### config.mk
export PLATFORM = sky130hd
export DESIGN_NAME = gp_chain_pipe
export DESIGN_NICKNAME = d
export VERILOG_FILES = /design/src/rtl/gp_chain_pipe.sv
export SDC_FILE = /design/constraint.sdc
export NUM_CORES = 1
export LEC_CHECK = 0
export BUFFER_PORTS_ARGS = -buffer_cell sky130_fd_sc_hd__buf_2
export CORE_MARGIN = 2
export CORE_UTILIZATION = 25
export CTS_CLUSTER_SIZE = 24
export DETAILED_ROUTE_END_ITERATION = 12
export SYNTH_ARGS = -nofsm -noshare
export SYNTH_HDL_FRONTEND = slang
export SYNTH_SLANG_ARGS = --single-unit
export TNS_END_PERCENT = 100
### constraint.sdc
create_clock -name clk -period 2.8 [get_ports clk]
set_clock_uncertainty 0.05 [all_clocks]
set_input_delay 0.28 -clock clk [delete_from_list [all_inputs] [get_ports clk]]
set_output_delay 0.28 -clock clk [all_outputs]
set_load 0.01 [all_outputs]
### src/rtl/gp_chain_pipe.sv
// gp_chain_pipe
//   Pipelined generate/propagate carry chain. WIDTH bit positions are resolved
//   SEG bits per stage over STAGES = WIDTH/SEG register stages, giving
//   c[i] = g[i] | (p[i] & c[i-1]) with c[-1] = carry in. The last stage
//   register is the output register. Valid/ready handshake on both sides
//   with a single advance enable (all stages move or all hold).
//
//   Optional feature, macro GP_CHAIN_LINK_EN: an operand set with
//   in_first = 0 continues the previous chain, taking its carry in from the
//   cout of the most recently retired result instead of in_cin. Such a set
//   is held off until its predecessor retires.
//
// Parameters
//   WIDTH  number of g/p bit positions (must be a multiple of SEG)
//   SEG    bits resolved per stage
// Ports
//   clk        clock, rising edge
//   rst_n      synchronous active-low reset
//   in_valid   operand set valid
//   in_ready   operand set accepted this cycle when in_valid is 1
//   in_g       generate vector
//   in_p       propagate vector
//   in_cin     carry into bit 0
//   in_first   set starts a new chain (used only with GP_CHAIN_LINK_EN)
//   out_valid  result valid
//   out_ready  consumer accepts result
//   out_c      per-bit carry vector
//   out_cout   carry out, equal to out_c[WIDTH-1]

module gp_chain_pipe #(
    parameter int unsigned WIDTH = 32,
    parameter int unsigned SEG   = 8
) (
    input  logic             clk,
    input  logic             rst_n,
    input  logic             in_valid,
    output logic             in_ready,
    input  logic [WIDTH-1:0] in_g,
    input  logic [WIDTH-1:0] in_p,
    input  logic             in_cin,
    input  logic             in_first,
    output logic             out_valid,
    input  logic             out_ready,
    output logic [WIDTH-1:0] out_c,
    output logic             out_cout
);

    localparam int unsigned STAGES = WIDTH / SEG;
    localparam int unsigned CW     = $clog2(STAGES + 1);

    logic          en;
    logic          in_fire;
    logic          out_fire;
    logic          cin_eff;
    logic [CW-1:0] inflight;

    assign en       = !out_valid || out_ready;
    assign in_fire  = in_valid && in_ready;
    assign out_fire = out_valid && out_ready;

`ifdef GP_CHAIN_LINK_EN
    logic link_c;

    always_ff @(posedge clk) begin
        if (!rst_n) begin
            link_c <= 1'b0;
        end else if (out_fire) begin
            link_c <= out_cout;
        end
    end

    // A linked set is only admitted when its predecessor is retiring this
    // very cycle (or already gone), so bypass the link register with the
    // retiring cout in the former case.
    assign cin_eff  = in_first ? in_cin : (out_fire ? out_cout : link_c);
    assign in_ready = en && (in_first || (inflight == '0) ||
                             ((inflight == CW'(1)) && out_fire));
`else
    logic unused_first;

    assign unused_first = in_first;
    assign cin_eff      = in_cin;
    assign in_ready     = en;
`endif

    // Stage k consumes the g/p bits from position k*SEG upwards (relative
    // index 0 is bit k*SEG), resolves the low SEG of them and forwards the
    // remainder. Resolved carries accumulate in c, growing by SEG per stage.
    for (genvar k = 0; k < STAGES; k++) begin : g_stage
        localparam int unsigned WI = WIDTH - k * SEG;
        localparam int unsigned WC = (k + 1) * SEG;

        logic [WI-1:0]  src_g;
        logic [WI-1:0]  src_p;
        logic           seg_cin;
        logic           v_in;
        logic [SEG-1:0] seg_c;
        logic [WC-1:0]  c_nxt;
        logic           v;
        logic [WC-1:0]  c;

        if (k == 0) begin : g_src
            assign src_g   = in_g;
            assign src_p   = in_p;
            assign seg_cin = cin_eff;
            assign v_in    = in_fire;
            assign c_nxt   = seg_c;
        end else begin : g_src
            assign src_g   = g_stage[k-1].g_fwd.g_r;
            assign src_p   = g_stage[k-1].g_fwd.p_r;
            assign seg_cin = g_stage[k-1].c[k*SEG-1];
            assign v_in    = g_stage[k-1].v;
            assign c_nxt   = {seg_c, g_stage[k-1].c};
        end

        always_comb begin
            logic carry;
            seg_c = '0;
            carry = seg_cin;
            for (int unsigned j = 0; j < SEG; j++) begin
                carry    = src_g[j] | (src_p[j] & carry);
                seg_c[j] = carry;
            end
        end

        always_ff @(posedge clk) begin
            if (!rst_n) begin
                v <= 1'b0;
                c <= '0;
            end else if (en) begin
                v <= v_in;
                c <= c_nxt;
            end
        end

        if (k < STAGES - 1) begin : g_fwd
            logic [WI-SEG-1:0] g_r;
            logic [WI-SEG-1:0] p_r;

            always_ff @(posedge clk) begin
                if (!rst_n) begin
                    g_r <= '0;
                    p_r <= '0;
                end else if (en) begin
                    g_r <= src_g[WI-1:SEG];
                    p_r <= src_p[WI-1:SEG];
                end
            end
        end
    end

    assign out_valid = g_stage[STAGES-1].v;
    assign out_c     = g_stage[STAGES-1].c;
    assign out_cout  = out_c[WIDTH-1];

    always_ff @(posedge clk) begin
        if (!rst_n) begin
            inflight <= '0;
        end else if (in_fire && !out_fire) begin
            inflight <= inflight + 1'b1;
        end else if (!in_fire && out_fire) begin
            inflight <= inflight - 1'b1;
        end
    end

endmodule

==> results of run 1 <==
-- cells by family (layout without fill, tap and decap cells) --
logic type	Yosys count	in the layout	synth area share, %
simple gates	327	327	18.2
compound gates	248	248	24.9
flops	180	180	51.4
buf+inv	63	145	5.50
-- cells in the final DEF (no fill, tap or decap), types with 2 or more instances in the layout --
master     count
a41oi_2        4
nand2_1      306
clkbuf_16     17
a21oi_1       24
inv_8          4
clkinv_4       2
inv_6          4
o21bai_1       4
o21ai_1        8
a21boi_1     100
dfxtp_1      180
a21boi_0      55
clkinv_8       2
buf_4          7
nand2b_1       4
and3_1         4
a211oi_1       4
nor3_1         4
a21o_1         8
buf_12         3
a31oi_1        8
nand3_1        8
buf_2        102
o21ai_0       28
o21ba_2        4
-- flip-flops by register name, indices dropped and copies added, names as in the netlist --
register and cells:
g_stage.c 48, out_c 32, g_stage.g_fwd.p_r 48, g_stage.g_fwd.g_r 48
g_stage.v 3, out_valid 1
-- stage by stage --
step	instance area [um^2]	hold slack (ns)	std cells	power, uW
finish	8330	0.0402	1278	5500
CTS	8330	0.0221	1278	5590
global placement	7730	0.387	1246	3140
floorplan	7010	0.369	818	3010
detailed placement	7730	0.392	1246	3140
global route	8330	0.0323	1278	5750
-- how the worst min path moves through the flow --
stage | to | depth (start not counted) | start
after global routing | g_stage[0].g_fwd.p_r[19] | 3 | in_p[27]
after CTS | g_stage[0].g_fwd.g_r[10] | 3 | in_g[18]
final | g_stage[0].g_fwd.p_r[19] | 3 | in_p[27]
after detailed placement | g_stage[2].c[13] | 2 | g_stage[1].c[13]
after global placement | g_stage[0].g_fwd.g_r[7] | 2 | g_stage[0].g_fwd.g_r[7]
after floorplan | g_stage[0].g_fwd.g_r[0] | 2 | in_g[8]
-- critical path: stages, from the launching register on --
cell and delay, ns:
dfxtp_1 0.31, nor2b_4 0.14, inv_6 0.35, buf_2 0.23
-- layer usage --
metal	routed length, um	part of all wire [%]	up-vias	track usage [%]
met4	216	1.3	0	3.46
met2	6990	43	75	17.9
met1	8690	53	2493	16.2
met5	0	0	-	0
met3	545	3.3	16	2.55
li1	-	-	2854	-
-- synth_stat cells (all sizes together) --
master	count	area, um^2
and3	4	25.0
o21ai	36	180
a31oi	8	50.1
o21a	1	7.51
clkbuf	17	63.8
dfxtp	180	3600
a21oi	24	120
nor2b	1	13.8
o21bai	4	30.0
nand3	8	40.0
a21boi	155	1160
nand2b	4	25.0
a211oi	4	30.0
inv	1	3.75
a21o	8	60.1
nand2	306	1150
nor3	4	20.0
a41oi	4	65.1
o21ba	4	40.0
buf	45	318
-- layout make-up --
class                           instances  area, um^2
Multi-Input combinational cell        575        3020
Timing Repair Buffer                  112         623
Clock buffer                           18         439
Inverter                                1        8.76
Fill cell                            2969       19400
Clock inverter                         14         164
Sequential cell                       180        3600
Tap cell                              378         473
-- power groups by stage --
| stage | sequential [uW] | clock (uW) | combinational (uW) |
|---|---|---|---|
| floorplan | 2790 | 0 | 221 |
| global placement | 2800 | 0 | 339 |
| detailed placement | 2800 | 0 | 340 |
| CTS | 2740 | 2500 | 344 |
| global route | 2760 | 2610 | 385 |
| finish | 2740 | 2430 | 337 |
==> results.cfg, run 1 <==
[pwr]
swShare_pct = 24.9
seqPwrFrac_pct = 49.8
pwr-share-comb_pct = 6.1
p_int_uw = 4130
p_leak_uw = 0.00332
clkPwrFrac_pct = 44.1
powerDensity_nw_per_um2 = 661
ir_drop_uv = 369
net-switching-power_uw = 1370

[floorplan]
die_w_um = 171
num_io_pins = 105
start_util_pct = 25.3
die_area_um2 = 29400
core-area_um2 = 27700
num_rows = 61
fp.dieH_um = 171

[synth]
synth.distinct_cells = 24
yosys_warnings = 0
syn_avg_cell_area_um2 = 8.57
syn_nets = 888
ys_seq_elements = 180
synthCells = 818
syn_area_um2 = 7010
seq_area_frac_synth_pct = 51.4

[routing]
routed_wl_um = 16400
drtPass1Iterations = 4
antenna_left = 0
drc = 0
drt-initial-drc-count = 384
via_per_inst = 4.26
num_vias = 5438
wire_per_inst_um = 12.9

[critical_path]
rrSetupSlack_ns = 1.16
path_max_fanout = 70
cp-start-kind = flop
cp-end-kind = primary output
critPathRequiredTime_ns = 2.47
crit_end = in_ready
worst-r2r-cell-count = 4
regToRegStartpoint = out_valid
critical_path_class = reg2out
cp-startpoint = out_valid
r2r_end = g_stage[2].g_fwd.g_r[6]
cp.arrival_ns = 1.50

[cells_and_area]
drive_gt1_share_pct = 17.1
syn2layout_area_growth_pct = 18.9
nets = 957
utilization_pct = 30.1
n_antenna_cell = 0

[timing]
worstMarginPinSlew_ns = 0.773
layout_setup_ws_ns = 0.966
hold_viol_final = 0
setup_viol = 0
fin_crit_ns = 1.83
relSlewSlack_pct = 48.4
timing.final.crit_share_pct = 65.5
rsz0062_at_grt = no
drv_slew = 0
fmax_mhz = 545
fin_tns_setup_ns = 0

[clock_tree]
htree_levels = 4
holdBufCountCts = 0
cts_buffer_depth = 2
cts_setup_buffers = 0
cts-resized-gates = 0
cts_tree = done
clk_latency_ns = 0.43
numCtsBuffers = 17
clockRootBuffer = clkbuf_16
clkSinkCount = 180
clk_pin_slew_worst_paths_ns = 0.08

[placement]
hpwl_um = 10800
port_buffers = 103
gp_congestion = 0.750
dp_slack_ns = 1.13

[global_routing]
overflow = 0
first_global_vias = 5158
grt_max_degree = 165
grt_antenna_before_repair = 0
grt_pass1_wl_um = 26900
track_usage_pct = 11.6

[run]
cap_violations = 0

[worst_hold_path]
holdCritPathClass = in2reg

[outcome]
status = finished clean
Power figures use the tool's default switching activity.
==> run 2: changes to the inputs <==
Clock period 2.8 ns to 1.8 ns, I/O delays scaled along.
==> results.cfg, run 2 (same netlist as run 1, synthesis figures left out) <==
[floorplan]
start_util_pct = 25.3
die_area_um2 = 29400
die_w_um = 171
num_rows = 61
num_io_pins = 105
fp.dieH_um = 171
core-area_um2 = 27700

[timing]
drv_slew = 0
timing.final.crit_share_pct = 94.0
relSlewSlack_pct = 70.4
fin_crit_ns = 1.69
rsz0062_at_grt = no
worstMarginPinSlew_ns = 0.444
fin_tns_setup_ns = 0
hold_viol_final = 0
setup_viol = 0
fmax_mhz = 591

[clock_tree]
cts_buffer_depth = 2
clk_pin_slew_worst_paths_ns = 0.07
clkSinkCount = 180
numCtsBuffers = 17
clockRootBuffer = clkbuf_16
cts_setup_buffers = 0
htree_levels = 4
clk_latency_ns = 0.42
cts_tree = done

[critical_path]
critical_path_class = in2reg
critPathTopFamily = buffers and inverters
cp_slowest_cell = dlygate4sd3_1
worstPathCellList = dlygate4sd3_1 -> buf_2 -> o21ai_0 -> o21bai_1 -> a21oi_1 -> dlygate4sd3_1 -> a21oi_1
critPathBufInv = 3
worst-r2r-cell-count = 5
path_max_fanout = 3
cp.arrival_ns = 1.96
regToRegStartpoint = out_valid
critPathRequiredTime_ns = 2.07
rrSetupSlack_ns = 0.26
cp-start-kind = input pin
cp-end-kind = flop
cpPeakStageDelay_ns = 0.56
r2r_end = g_stage[0].g_fwd.p_r[14]

[cells_and_area]
nFillCells = 2965
nets = 1028
n_antenna_cell = 0
syn2layout_area_growth_pct = 28.9
final_common_cell = nand2_1
regArea_um2 = 3600
utilization_pct = 32.6
drive_gt1_share_pct = 17.8
largestRegisters = g_stage.c x48, g_stage.g_fwd.g_r x48, g_stage.g_fwd.p_r x48
multi_input_area_um2 = 3020
final_cell_mix = nand2_1 (306), dfxtp_1 (180), buf_2 (102)

[routing]
routed_wl_um = 17000
antenna_left = 0
drt-initial-drc-count = 276
wire_per_inst_um = 12.6
drc = 0
via_per_inst = 4.27
num_vias = 5763
drtPass1Iterations = 4

[pwr]
powerDensity_nw_per_um2 = 960
p_leak_uw = 0.00364
power_uw = 8670
ir_drop_uv = 467

[worst_hold_path]
min_from = in_g[12]
holdCritPathClass = in2reg
holdPathEnd = g_stage[0].g_fwd.g_r[4]
whs_path_depth = 3

[global_routing]
overflow = 0
first_global_vias = 5354
grt_pass1_wl_um = 27400
track_usage_pct = 11.9
grt_max_degree = 58
grt_antenna_before_repair = 0

[outcome]
status = finished clean

[placement]
port_buffers = 103
gp_congestion = 0.751
hpwl_um = 11700

[run]
cap_violations = 0
[run 2: cell types whose count changed in the layout (fill, tap and decap cells not counted)]
cell           before  now
a211oi_1            4    3
a211oi_2            0    1
buf_12              3    5
buf_4               7   23
clkbuf_8            1    0
clkinv_2            1    0
clkinv_8            2    4
dlygate4sd3_1       0   53
inv_6               4    7
inv_8               4    1
[run 2: metrics by stage]
step | hold WS (ns) | std cells | cell area (um^2) | setup WS, ns
after detailed placement | 0.383 | 1264 | 7890 | 0.285
after floorplan | 0.269 | 818 | 7010 | 0.568
final | 0.0345 | 1349 | 9030 | 0.109
after CTS | 0.00769 | 1348 | 9020 | 0.0708
after global placement | 0.382 | 1264 | 7890 | 0.297
after global routing | 0.0142 | 1349 | 9030 | 0.0240
[run 2: worst min-delay path: stages]
cell	delay [ns]
buf_2	0.11
nand2_1	0.09
a21boi_1	0.07
[run 2: layout make-up]
type                    instances  area share [%]
clock buffers                  17            4.71
clock inverters                15            2.04
inverters                       1          0.0970
multi-input cells             575            33.5
flip-flops and latches        180            39.9
well taps                     378            5.24
repair buffers                183            14.5
[run 2: worst max-delay path by stage]
stage | from | end | slack [ns] | cells past startpoint
after global placement | out_valid | out_c[22] | 0.30 | 5
after global routing | in_g[1] | g_stage[0].c[3] | 0.02 | 7
final | in_g[1] | g_stage[0].c[3] | 0.11 | 7
after detailed placement | out_valid | out_c[22] | 0.28 | 5
after CTS | in_g[1] | g_stage[0].c[3] | 0.07 | 7
after floorplan | out_valid | g_stage[2].c[19] | 0.57 | 6
[run 2: metal layers]
layer	part of all wire [%]	GRT usage, %
met3	3.7	2.53
met4	0.82	3.32
met1	50	16.4
met2	46	18.6
met5	0	0
[run 2: timing repair]
| item | 4_1_cts | 5_1_grt |
|---|---|---|
| hold endpoints to repair | 50 | 1 |
| setup endpoints to repair | 0 | 1 |
| gates resized for setup | 0 | 1 |
| hold buffers | 52 | 1 |
[run 2: power by group]
| part | total, uW | switching, uW | internal [uW] |
|---|---|---|---|
| Combinational | 640 | 299 | 341 |
| Clock | 3770 | 1770 | 2000 |
| Sequential | 4260 | 101 | 4160 |
==> run 3: changes to the inputs <==
--- a/config.mk
+++ b/config.mk
@@ -7,2 +7,3 @@
 export LEC_CHECK = 0
+export ABC_AREA = 1
 export BUFFER_PORTS_ARGS = -buffer_cell sky130_fd_sc_hd__buf_2
@@ -10,2 +11,3 @@
 export CORE_UTILIZATION = 25
+export CTS_BUF_LIST = sky130_fd_sc_hd__clkbuf_4
 export CTS_CLUSTER_SIZE = 24
==> constraint.sdc (replaced) <==
create_clock -name clk -period 1.8 [get_ports clk]
set_clock_uncertainty 0.05 [all_clocks]
set_input_delay 0.27 -clock clk [delete_from_list [all_inputs] [get_ports clk]]
set_output_delay 0.27 -clock clk [all_outputs]
set_load 0.01 [all_outputs]
==> results.cfg, run 3 <==
[cells_and_area]
syn2layout_area_growth_pct = 31.1
finalNonFillerCells = 1340
final_common_cell = nor2_1
drive_gt1_share_pct = 17.0
final_cell_mix = nor2_1 (256), dfxtp_1 (176), o21ai_0 (175)
largestRegisters = g_stage.c x48, g_stage.g_fwd.g_r x48, g_stage.g_fwd.p_r x48
nets = 1065

[critical_path]
rrSetupSlack_ns = 0.14
worst-r2r-cell-count = 7
regToRegStartpoint = out_valid
cp-end-kind = flop
critPathRequiredTime_ns = 2.23
r2r_end = g_stage[0].g_fwd.g_r[4]
cp.arrival_ns = 2.09
critical_path_class = reg2reg
path_max_fanout = 70
cp-start-kind = flop

[global_routing]
first_global_vias = 5077
grt_antenna_before_repair = 1
grt_pass1_wl_um = 24300
grt_max_degree = 76
track_usage_pct = 11.2
overflow = 0

[timing]
worstMarginPinSlew_ns = 0.535
fmax_mhz = 603
setup_viol = 0
fin_crit_ns = 1.66
hold_viol_final = 0
drv_slew = 0
timing.final.crit_share_pct = 92.2
relSlewSlack_pct = 64.0

[clock_tree]
numCtsBuffers = 17
htree_levels = 4
clk_latency_ns = 0.56
clockRootBuffer = clkbuf_4
clk_pin_slew_worst_paths_ns = 0.14
clkSinkCount = 180
cts_tree = done
cts_buffer_depth = 2

[floorplan]
num_io_pins = 105
num_rows = 58
fp.dieH_um = 165
die_w_um = 165
die_area_um2 = 27200
core-area_um2 = 25300
start_util_pct = 25.6

[outcome]
status = finished clean

[synth]
synth.distinct_cells = 15
yosys_warnings = 0
yosysTopAreaCell = dfxtp_1
syn_nets = 914
synth_mux_area_share_pct = 0
ys_seq_elements = 180
synth_xor_area_share_pct = 0
syn_avg_cell_area_um2 = 7.68
synth-compound-area-share_pct = 18.9
seq_area_frac_synth_pct = 55.6
netlist_top_cells_count = nor2_1 (257), dfxtp_1 (180), o21ai_0 (175)
ys_top_cells_by_area = dfxtp_1 (56%), nor2_1 (15%), o21ai_0 (14%), nand2_1 (3.5%), inv_1 (3.1%)
synthSimpleGateAreaFrac_pct = 18.7
synthCells = 844
synth_flop_cell = dfxtp_1
synth_edf_count = 0
synth_top_family_by_area = compound AO/OA/AOI/OAI gates
synth.most_common_cell = nor2_1
synth_fa_ha_area_share_pct = 0
async_reset_ff_share_pct = 0
synth_top_area_share_pct = 55.6
syn_area_um2 = 6480

[worst_hold_path]
min_from = in_p[6]
whs_path_depth = 5
holdCritPathClass = in2reg
holdPathEnd = g_stage[0].c[7]

[placement]
gp_congestion = 0.759
placed_cells = 1234
port_buffers = 103
hpwl_um = 9410

[routing]
routed-wl-met3_um = 555
num_vias = 5627
wire_per_inst_um = 11.3
via_per_inst = 4.20
antenna_left = 0
drt-initial-drc-count = 333
wl_met1_um = 7570
routed.top_layer = met4
met2_length_um = 6680
drtPass1Iterations = 4
drc = 0
routed_wl_um = 15100

[run]
cap_violations = 0

[pwr]
power_uw = 7610
p_leak_uw = 0.00426
powerDensity_nw_per_um2 = 895
ir_drop_uv = 482
-- run 3: cell types whose count changed in the layout (fill, tap and decap cells not counted), moves of 8 or more --
cell,delta
clkbuf_4,+19
o21bai_1,+16
a21o_1,-8
nand2_1,-248
nor2_1,+256
inv_1,+53
dlygate4sd3_1,+9
a21boi_1,-100
o21ai_0,+147
clkbuf_16,-17
o21ai_1,-8
a21boi_0,-55
-- run 3: kinds of logic after synthesis --
| family | after synthesis |
|---|---|
| buffers and inverters | 114 |
| flip-flops | 180 |
| AND/OR/NAND/NOR | 321 |
| AO/OA/AOI/OAI | 229 |
-- run 3: what timing repair did --
action | in CTS | in global routing
hold buffers | 65 | 0
setup buffers | 1 | 6
pin swaps | 1 | 10
gates resized for setup | 1 | 10
endpoints found under the setup margin | 1 | 7
cloned | 0 | 1
hold endpoints to repair | 67 | 0
-- run 3: layer usage --
layer,track usage (%),vias up
met3,3.09,19
met2,17.3,89
met4,4.19,0
li1,-,2998
met5,0,-
met1,14.8,2521
-- run 3: worst max-delay path by stage --
stage,cells after the start,endpoint,from
6_report,7,g_stage[0].g_fwd.g_r[4],out_valid
3_3_place_gp,16,g_stage[2].c[23],g_stage[1].c[15]
5_1_grt,7,g_stage[0].g_fwd.g_r[4],out_valid
4_1_cts,4,in_ready,out_valid
2_1_floorplan,5,in_ready,out_valid
3_5_place_dp,16,g_stage[2].c[23],g_stage[1].c[15]
-- run 3: final cells by class --
| class | instances | area [um^2] |
|---|---|---|
| Fill cell | 2647 | 16800 |
| Sequential cell | 180 | 3610 |
| Multi-Input combinational cell | 550 | 2450 |
| Timing Repair Buffer | 191 | 1460 |
| Tap cell | 330 | 413 |
| Inverter | 54 | 215 |
| Clock inverter | 13 | 198 |
| Clock buffer | 19 | 143 |
| Timing Repair inverter | 1 | 8.76 |
| Antenna cell | 2 | 5.00 |
-- run 3: through the flow --
stage / cell area [um^2] / utilization, % / hold WS [ns] / setup TNS (ns) / setup WS [ns]
floorplan: 6480 / - / 0.361 / 0 / 0.432
global placement: 7420 / 29.3 / 0.387 / 0 / 0.240
detailed placement: 7420 / 29.3 / 0.393 / 0 / 0.222
CTS: 8430 / 33.3 / 0.0349 / 0 / 0.00494
global route: 8500 / 33.6 / 0.0196 / -0.00623 / -0.00623
finish: 8500 / 33.6 / 0.0847 / 0 / 0.140
-- run 3: worst max-delay path: stages (launching register included) --
cell     delay, ns
dfxtp_1       0.35
inv_1         0.06
nor2_4        0.18
buf_4         0.17
buf_16        0.24
buf_12        0.23
o21ai_0       0.13
a21oi_1       0.13
-- run 3: power breakdown --
group	switching, uW	total [uW]	internal, uW	leakage [uW]
Sequential	98.4	4320	4220	0.00148
Clock	1450	2610	1160	0.000179
Combinational	349	687	338	0.00260
Total	1890	7610	5720	0.00426
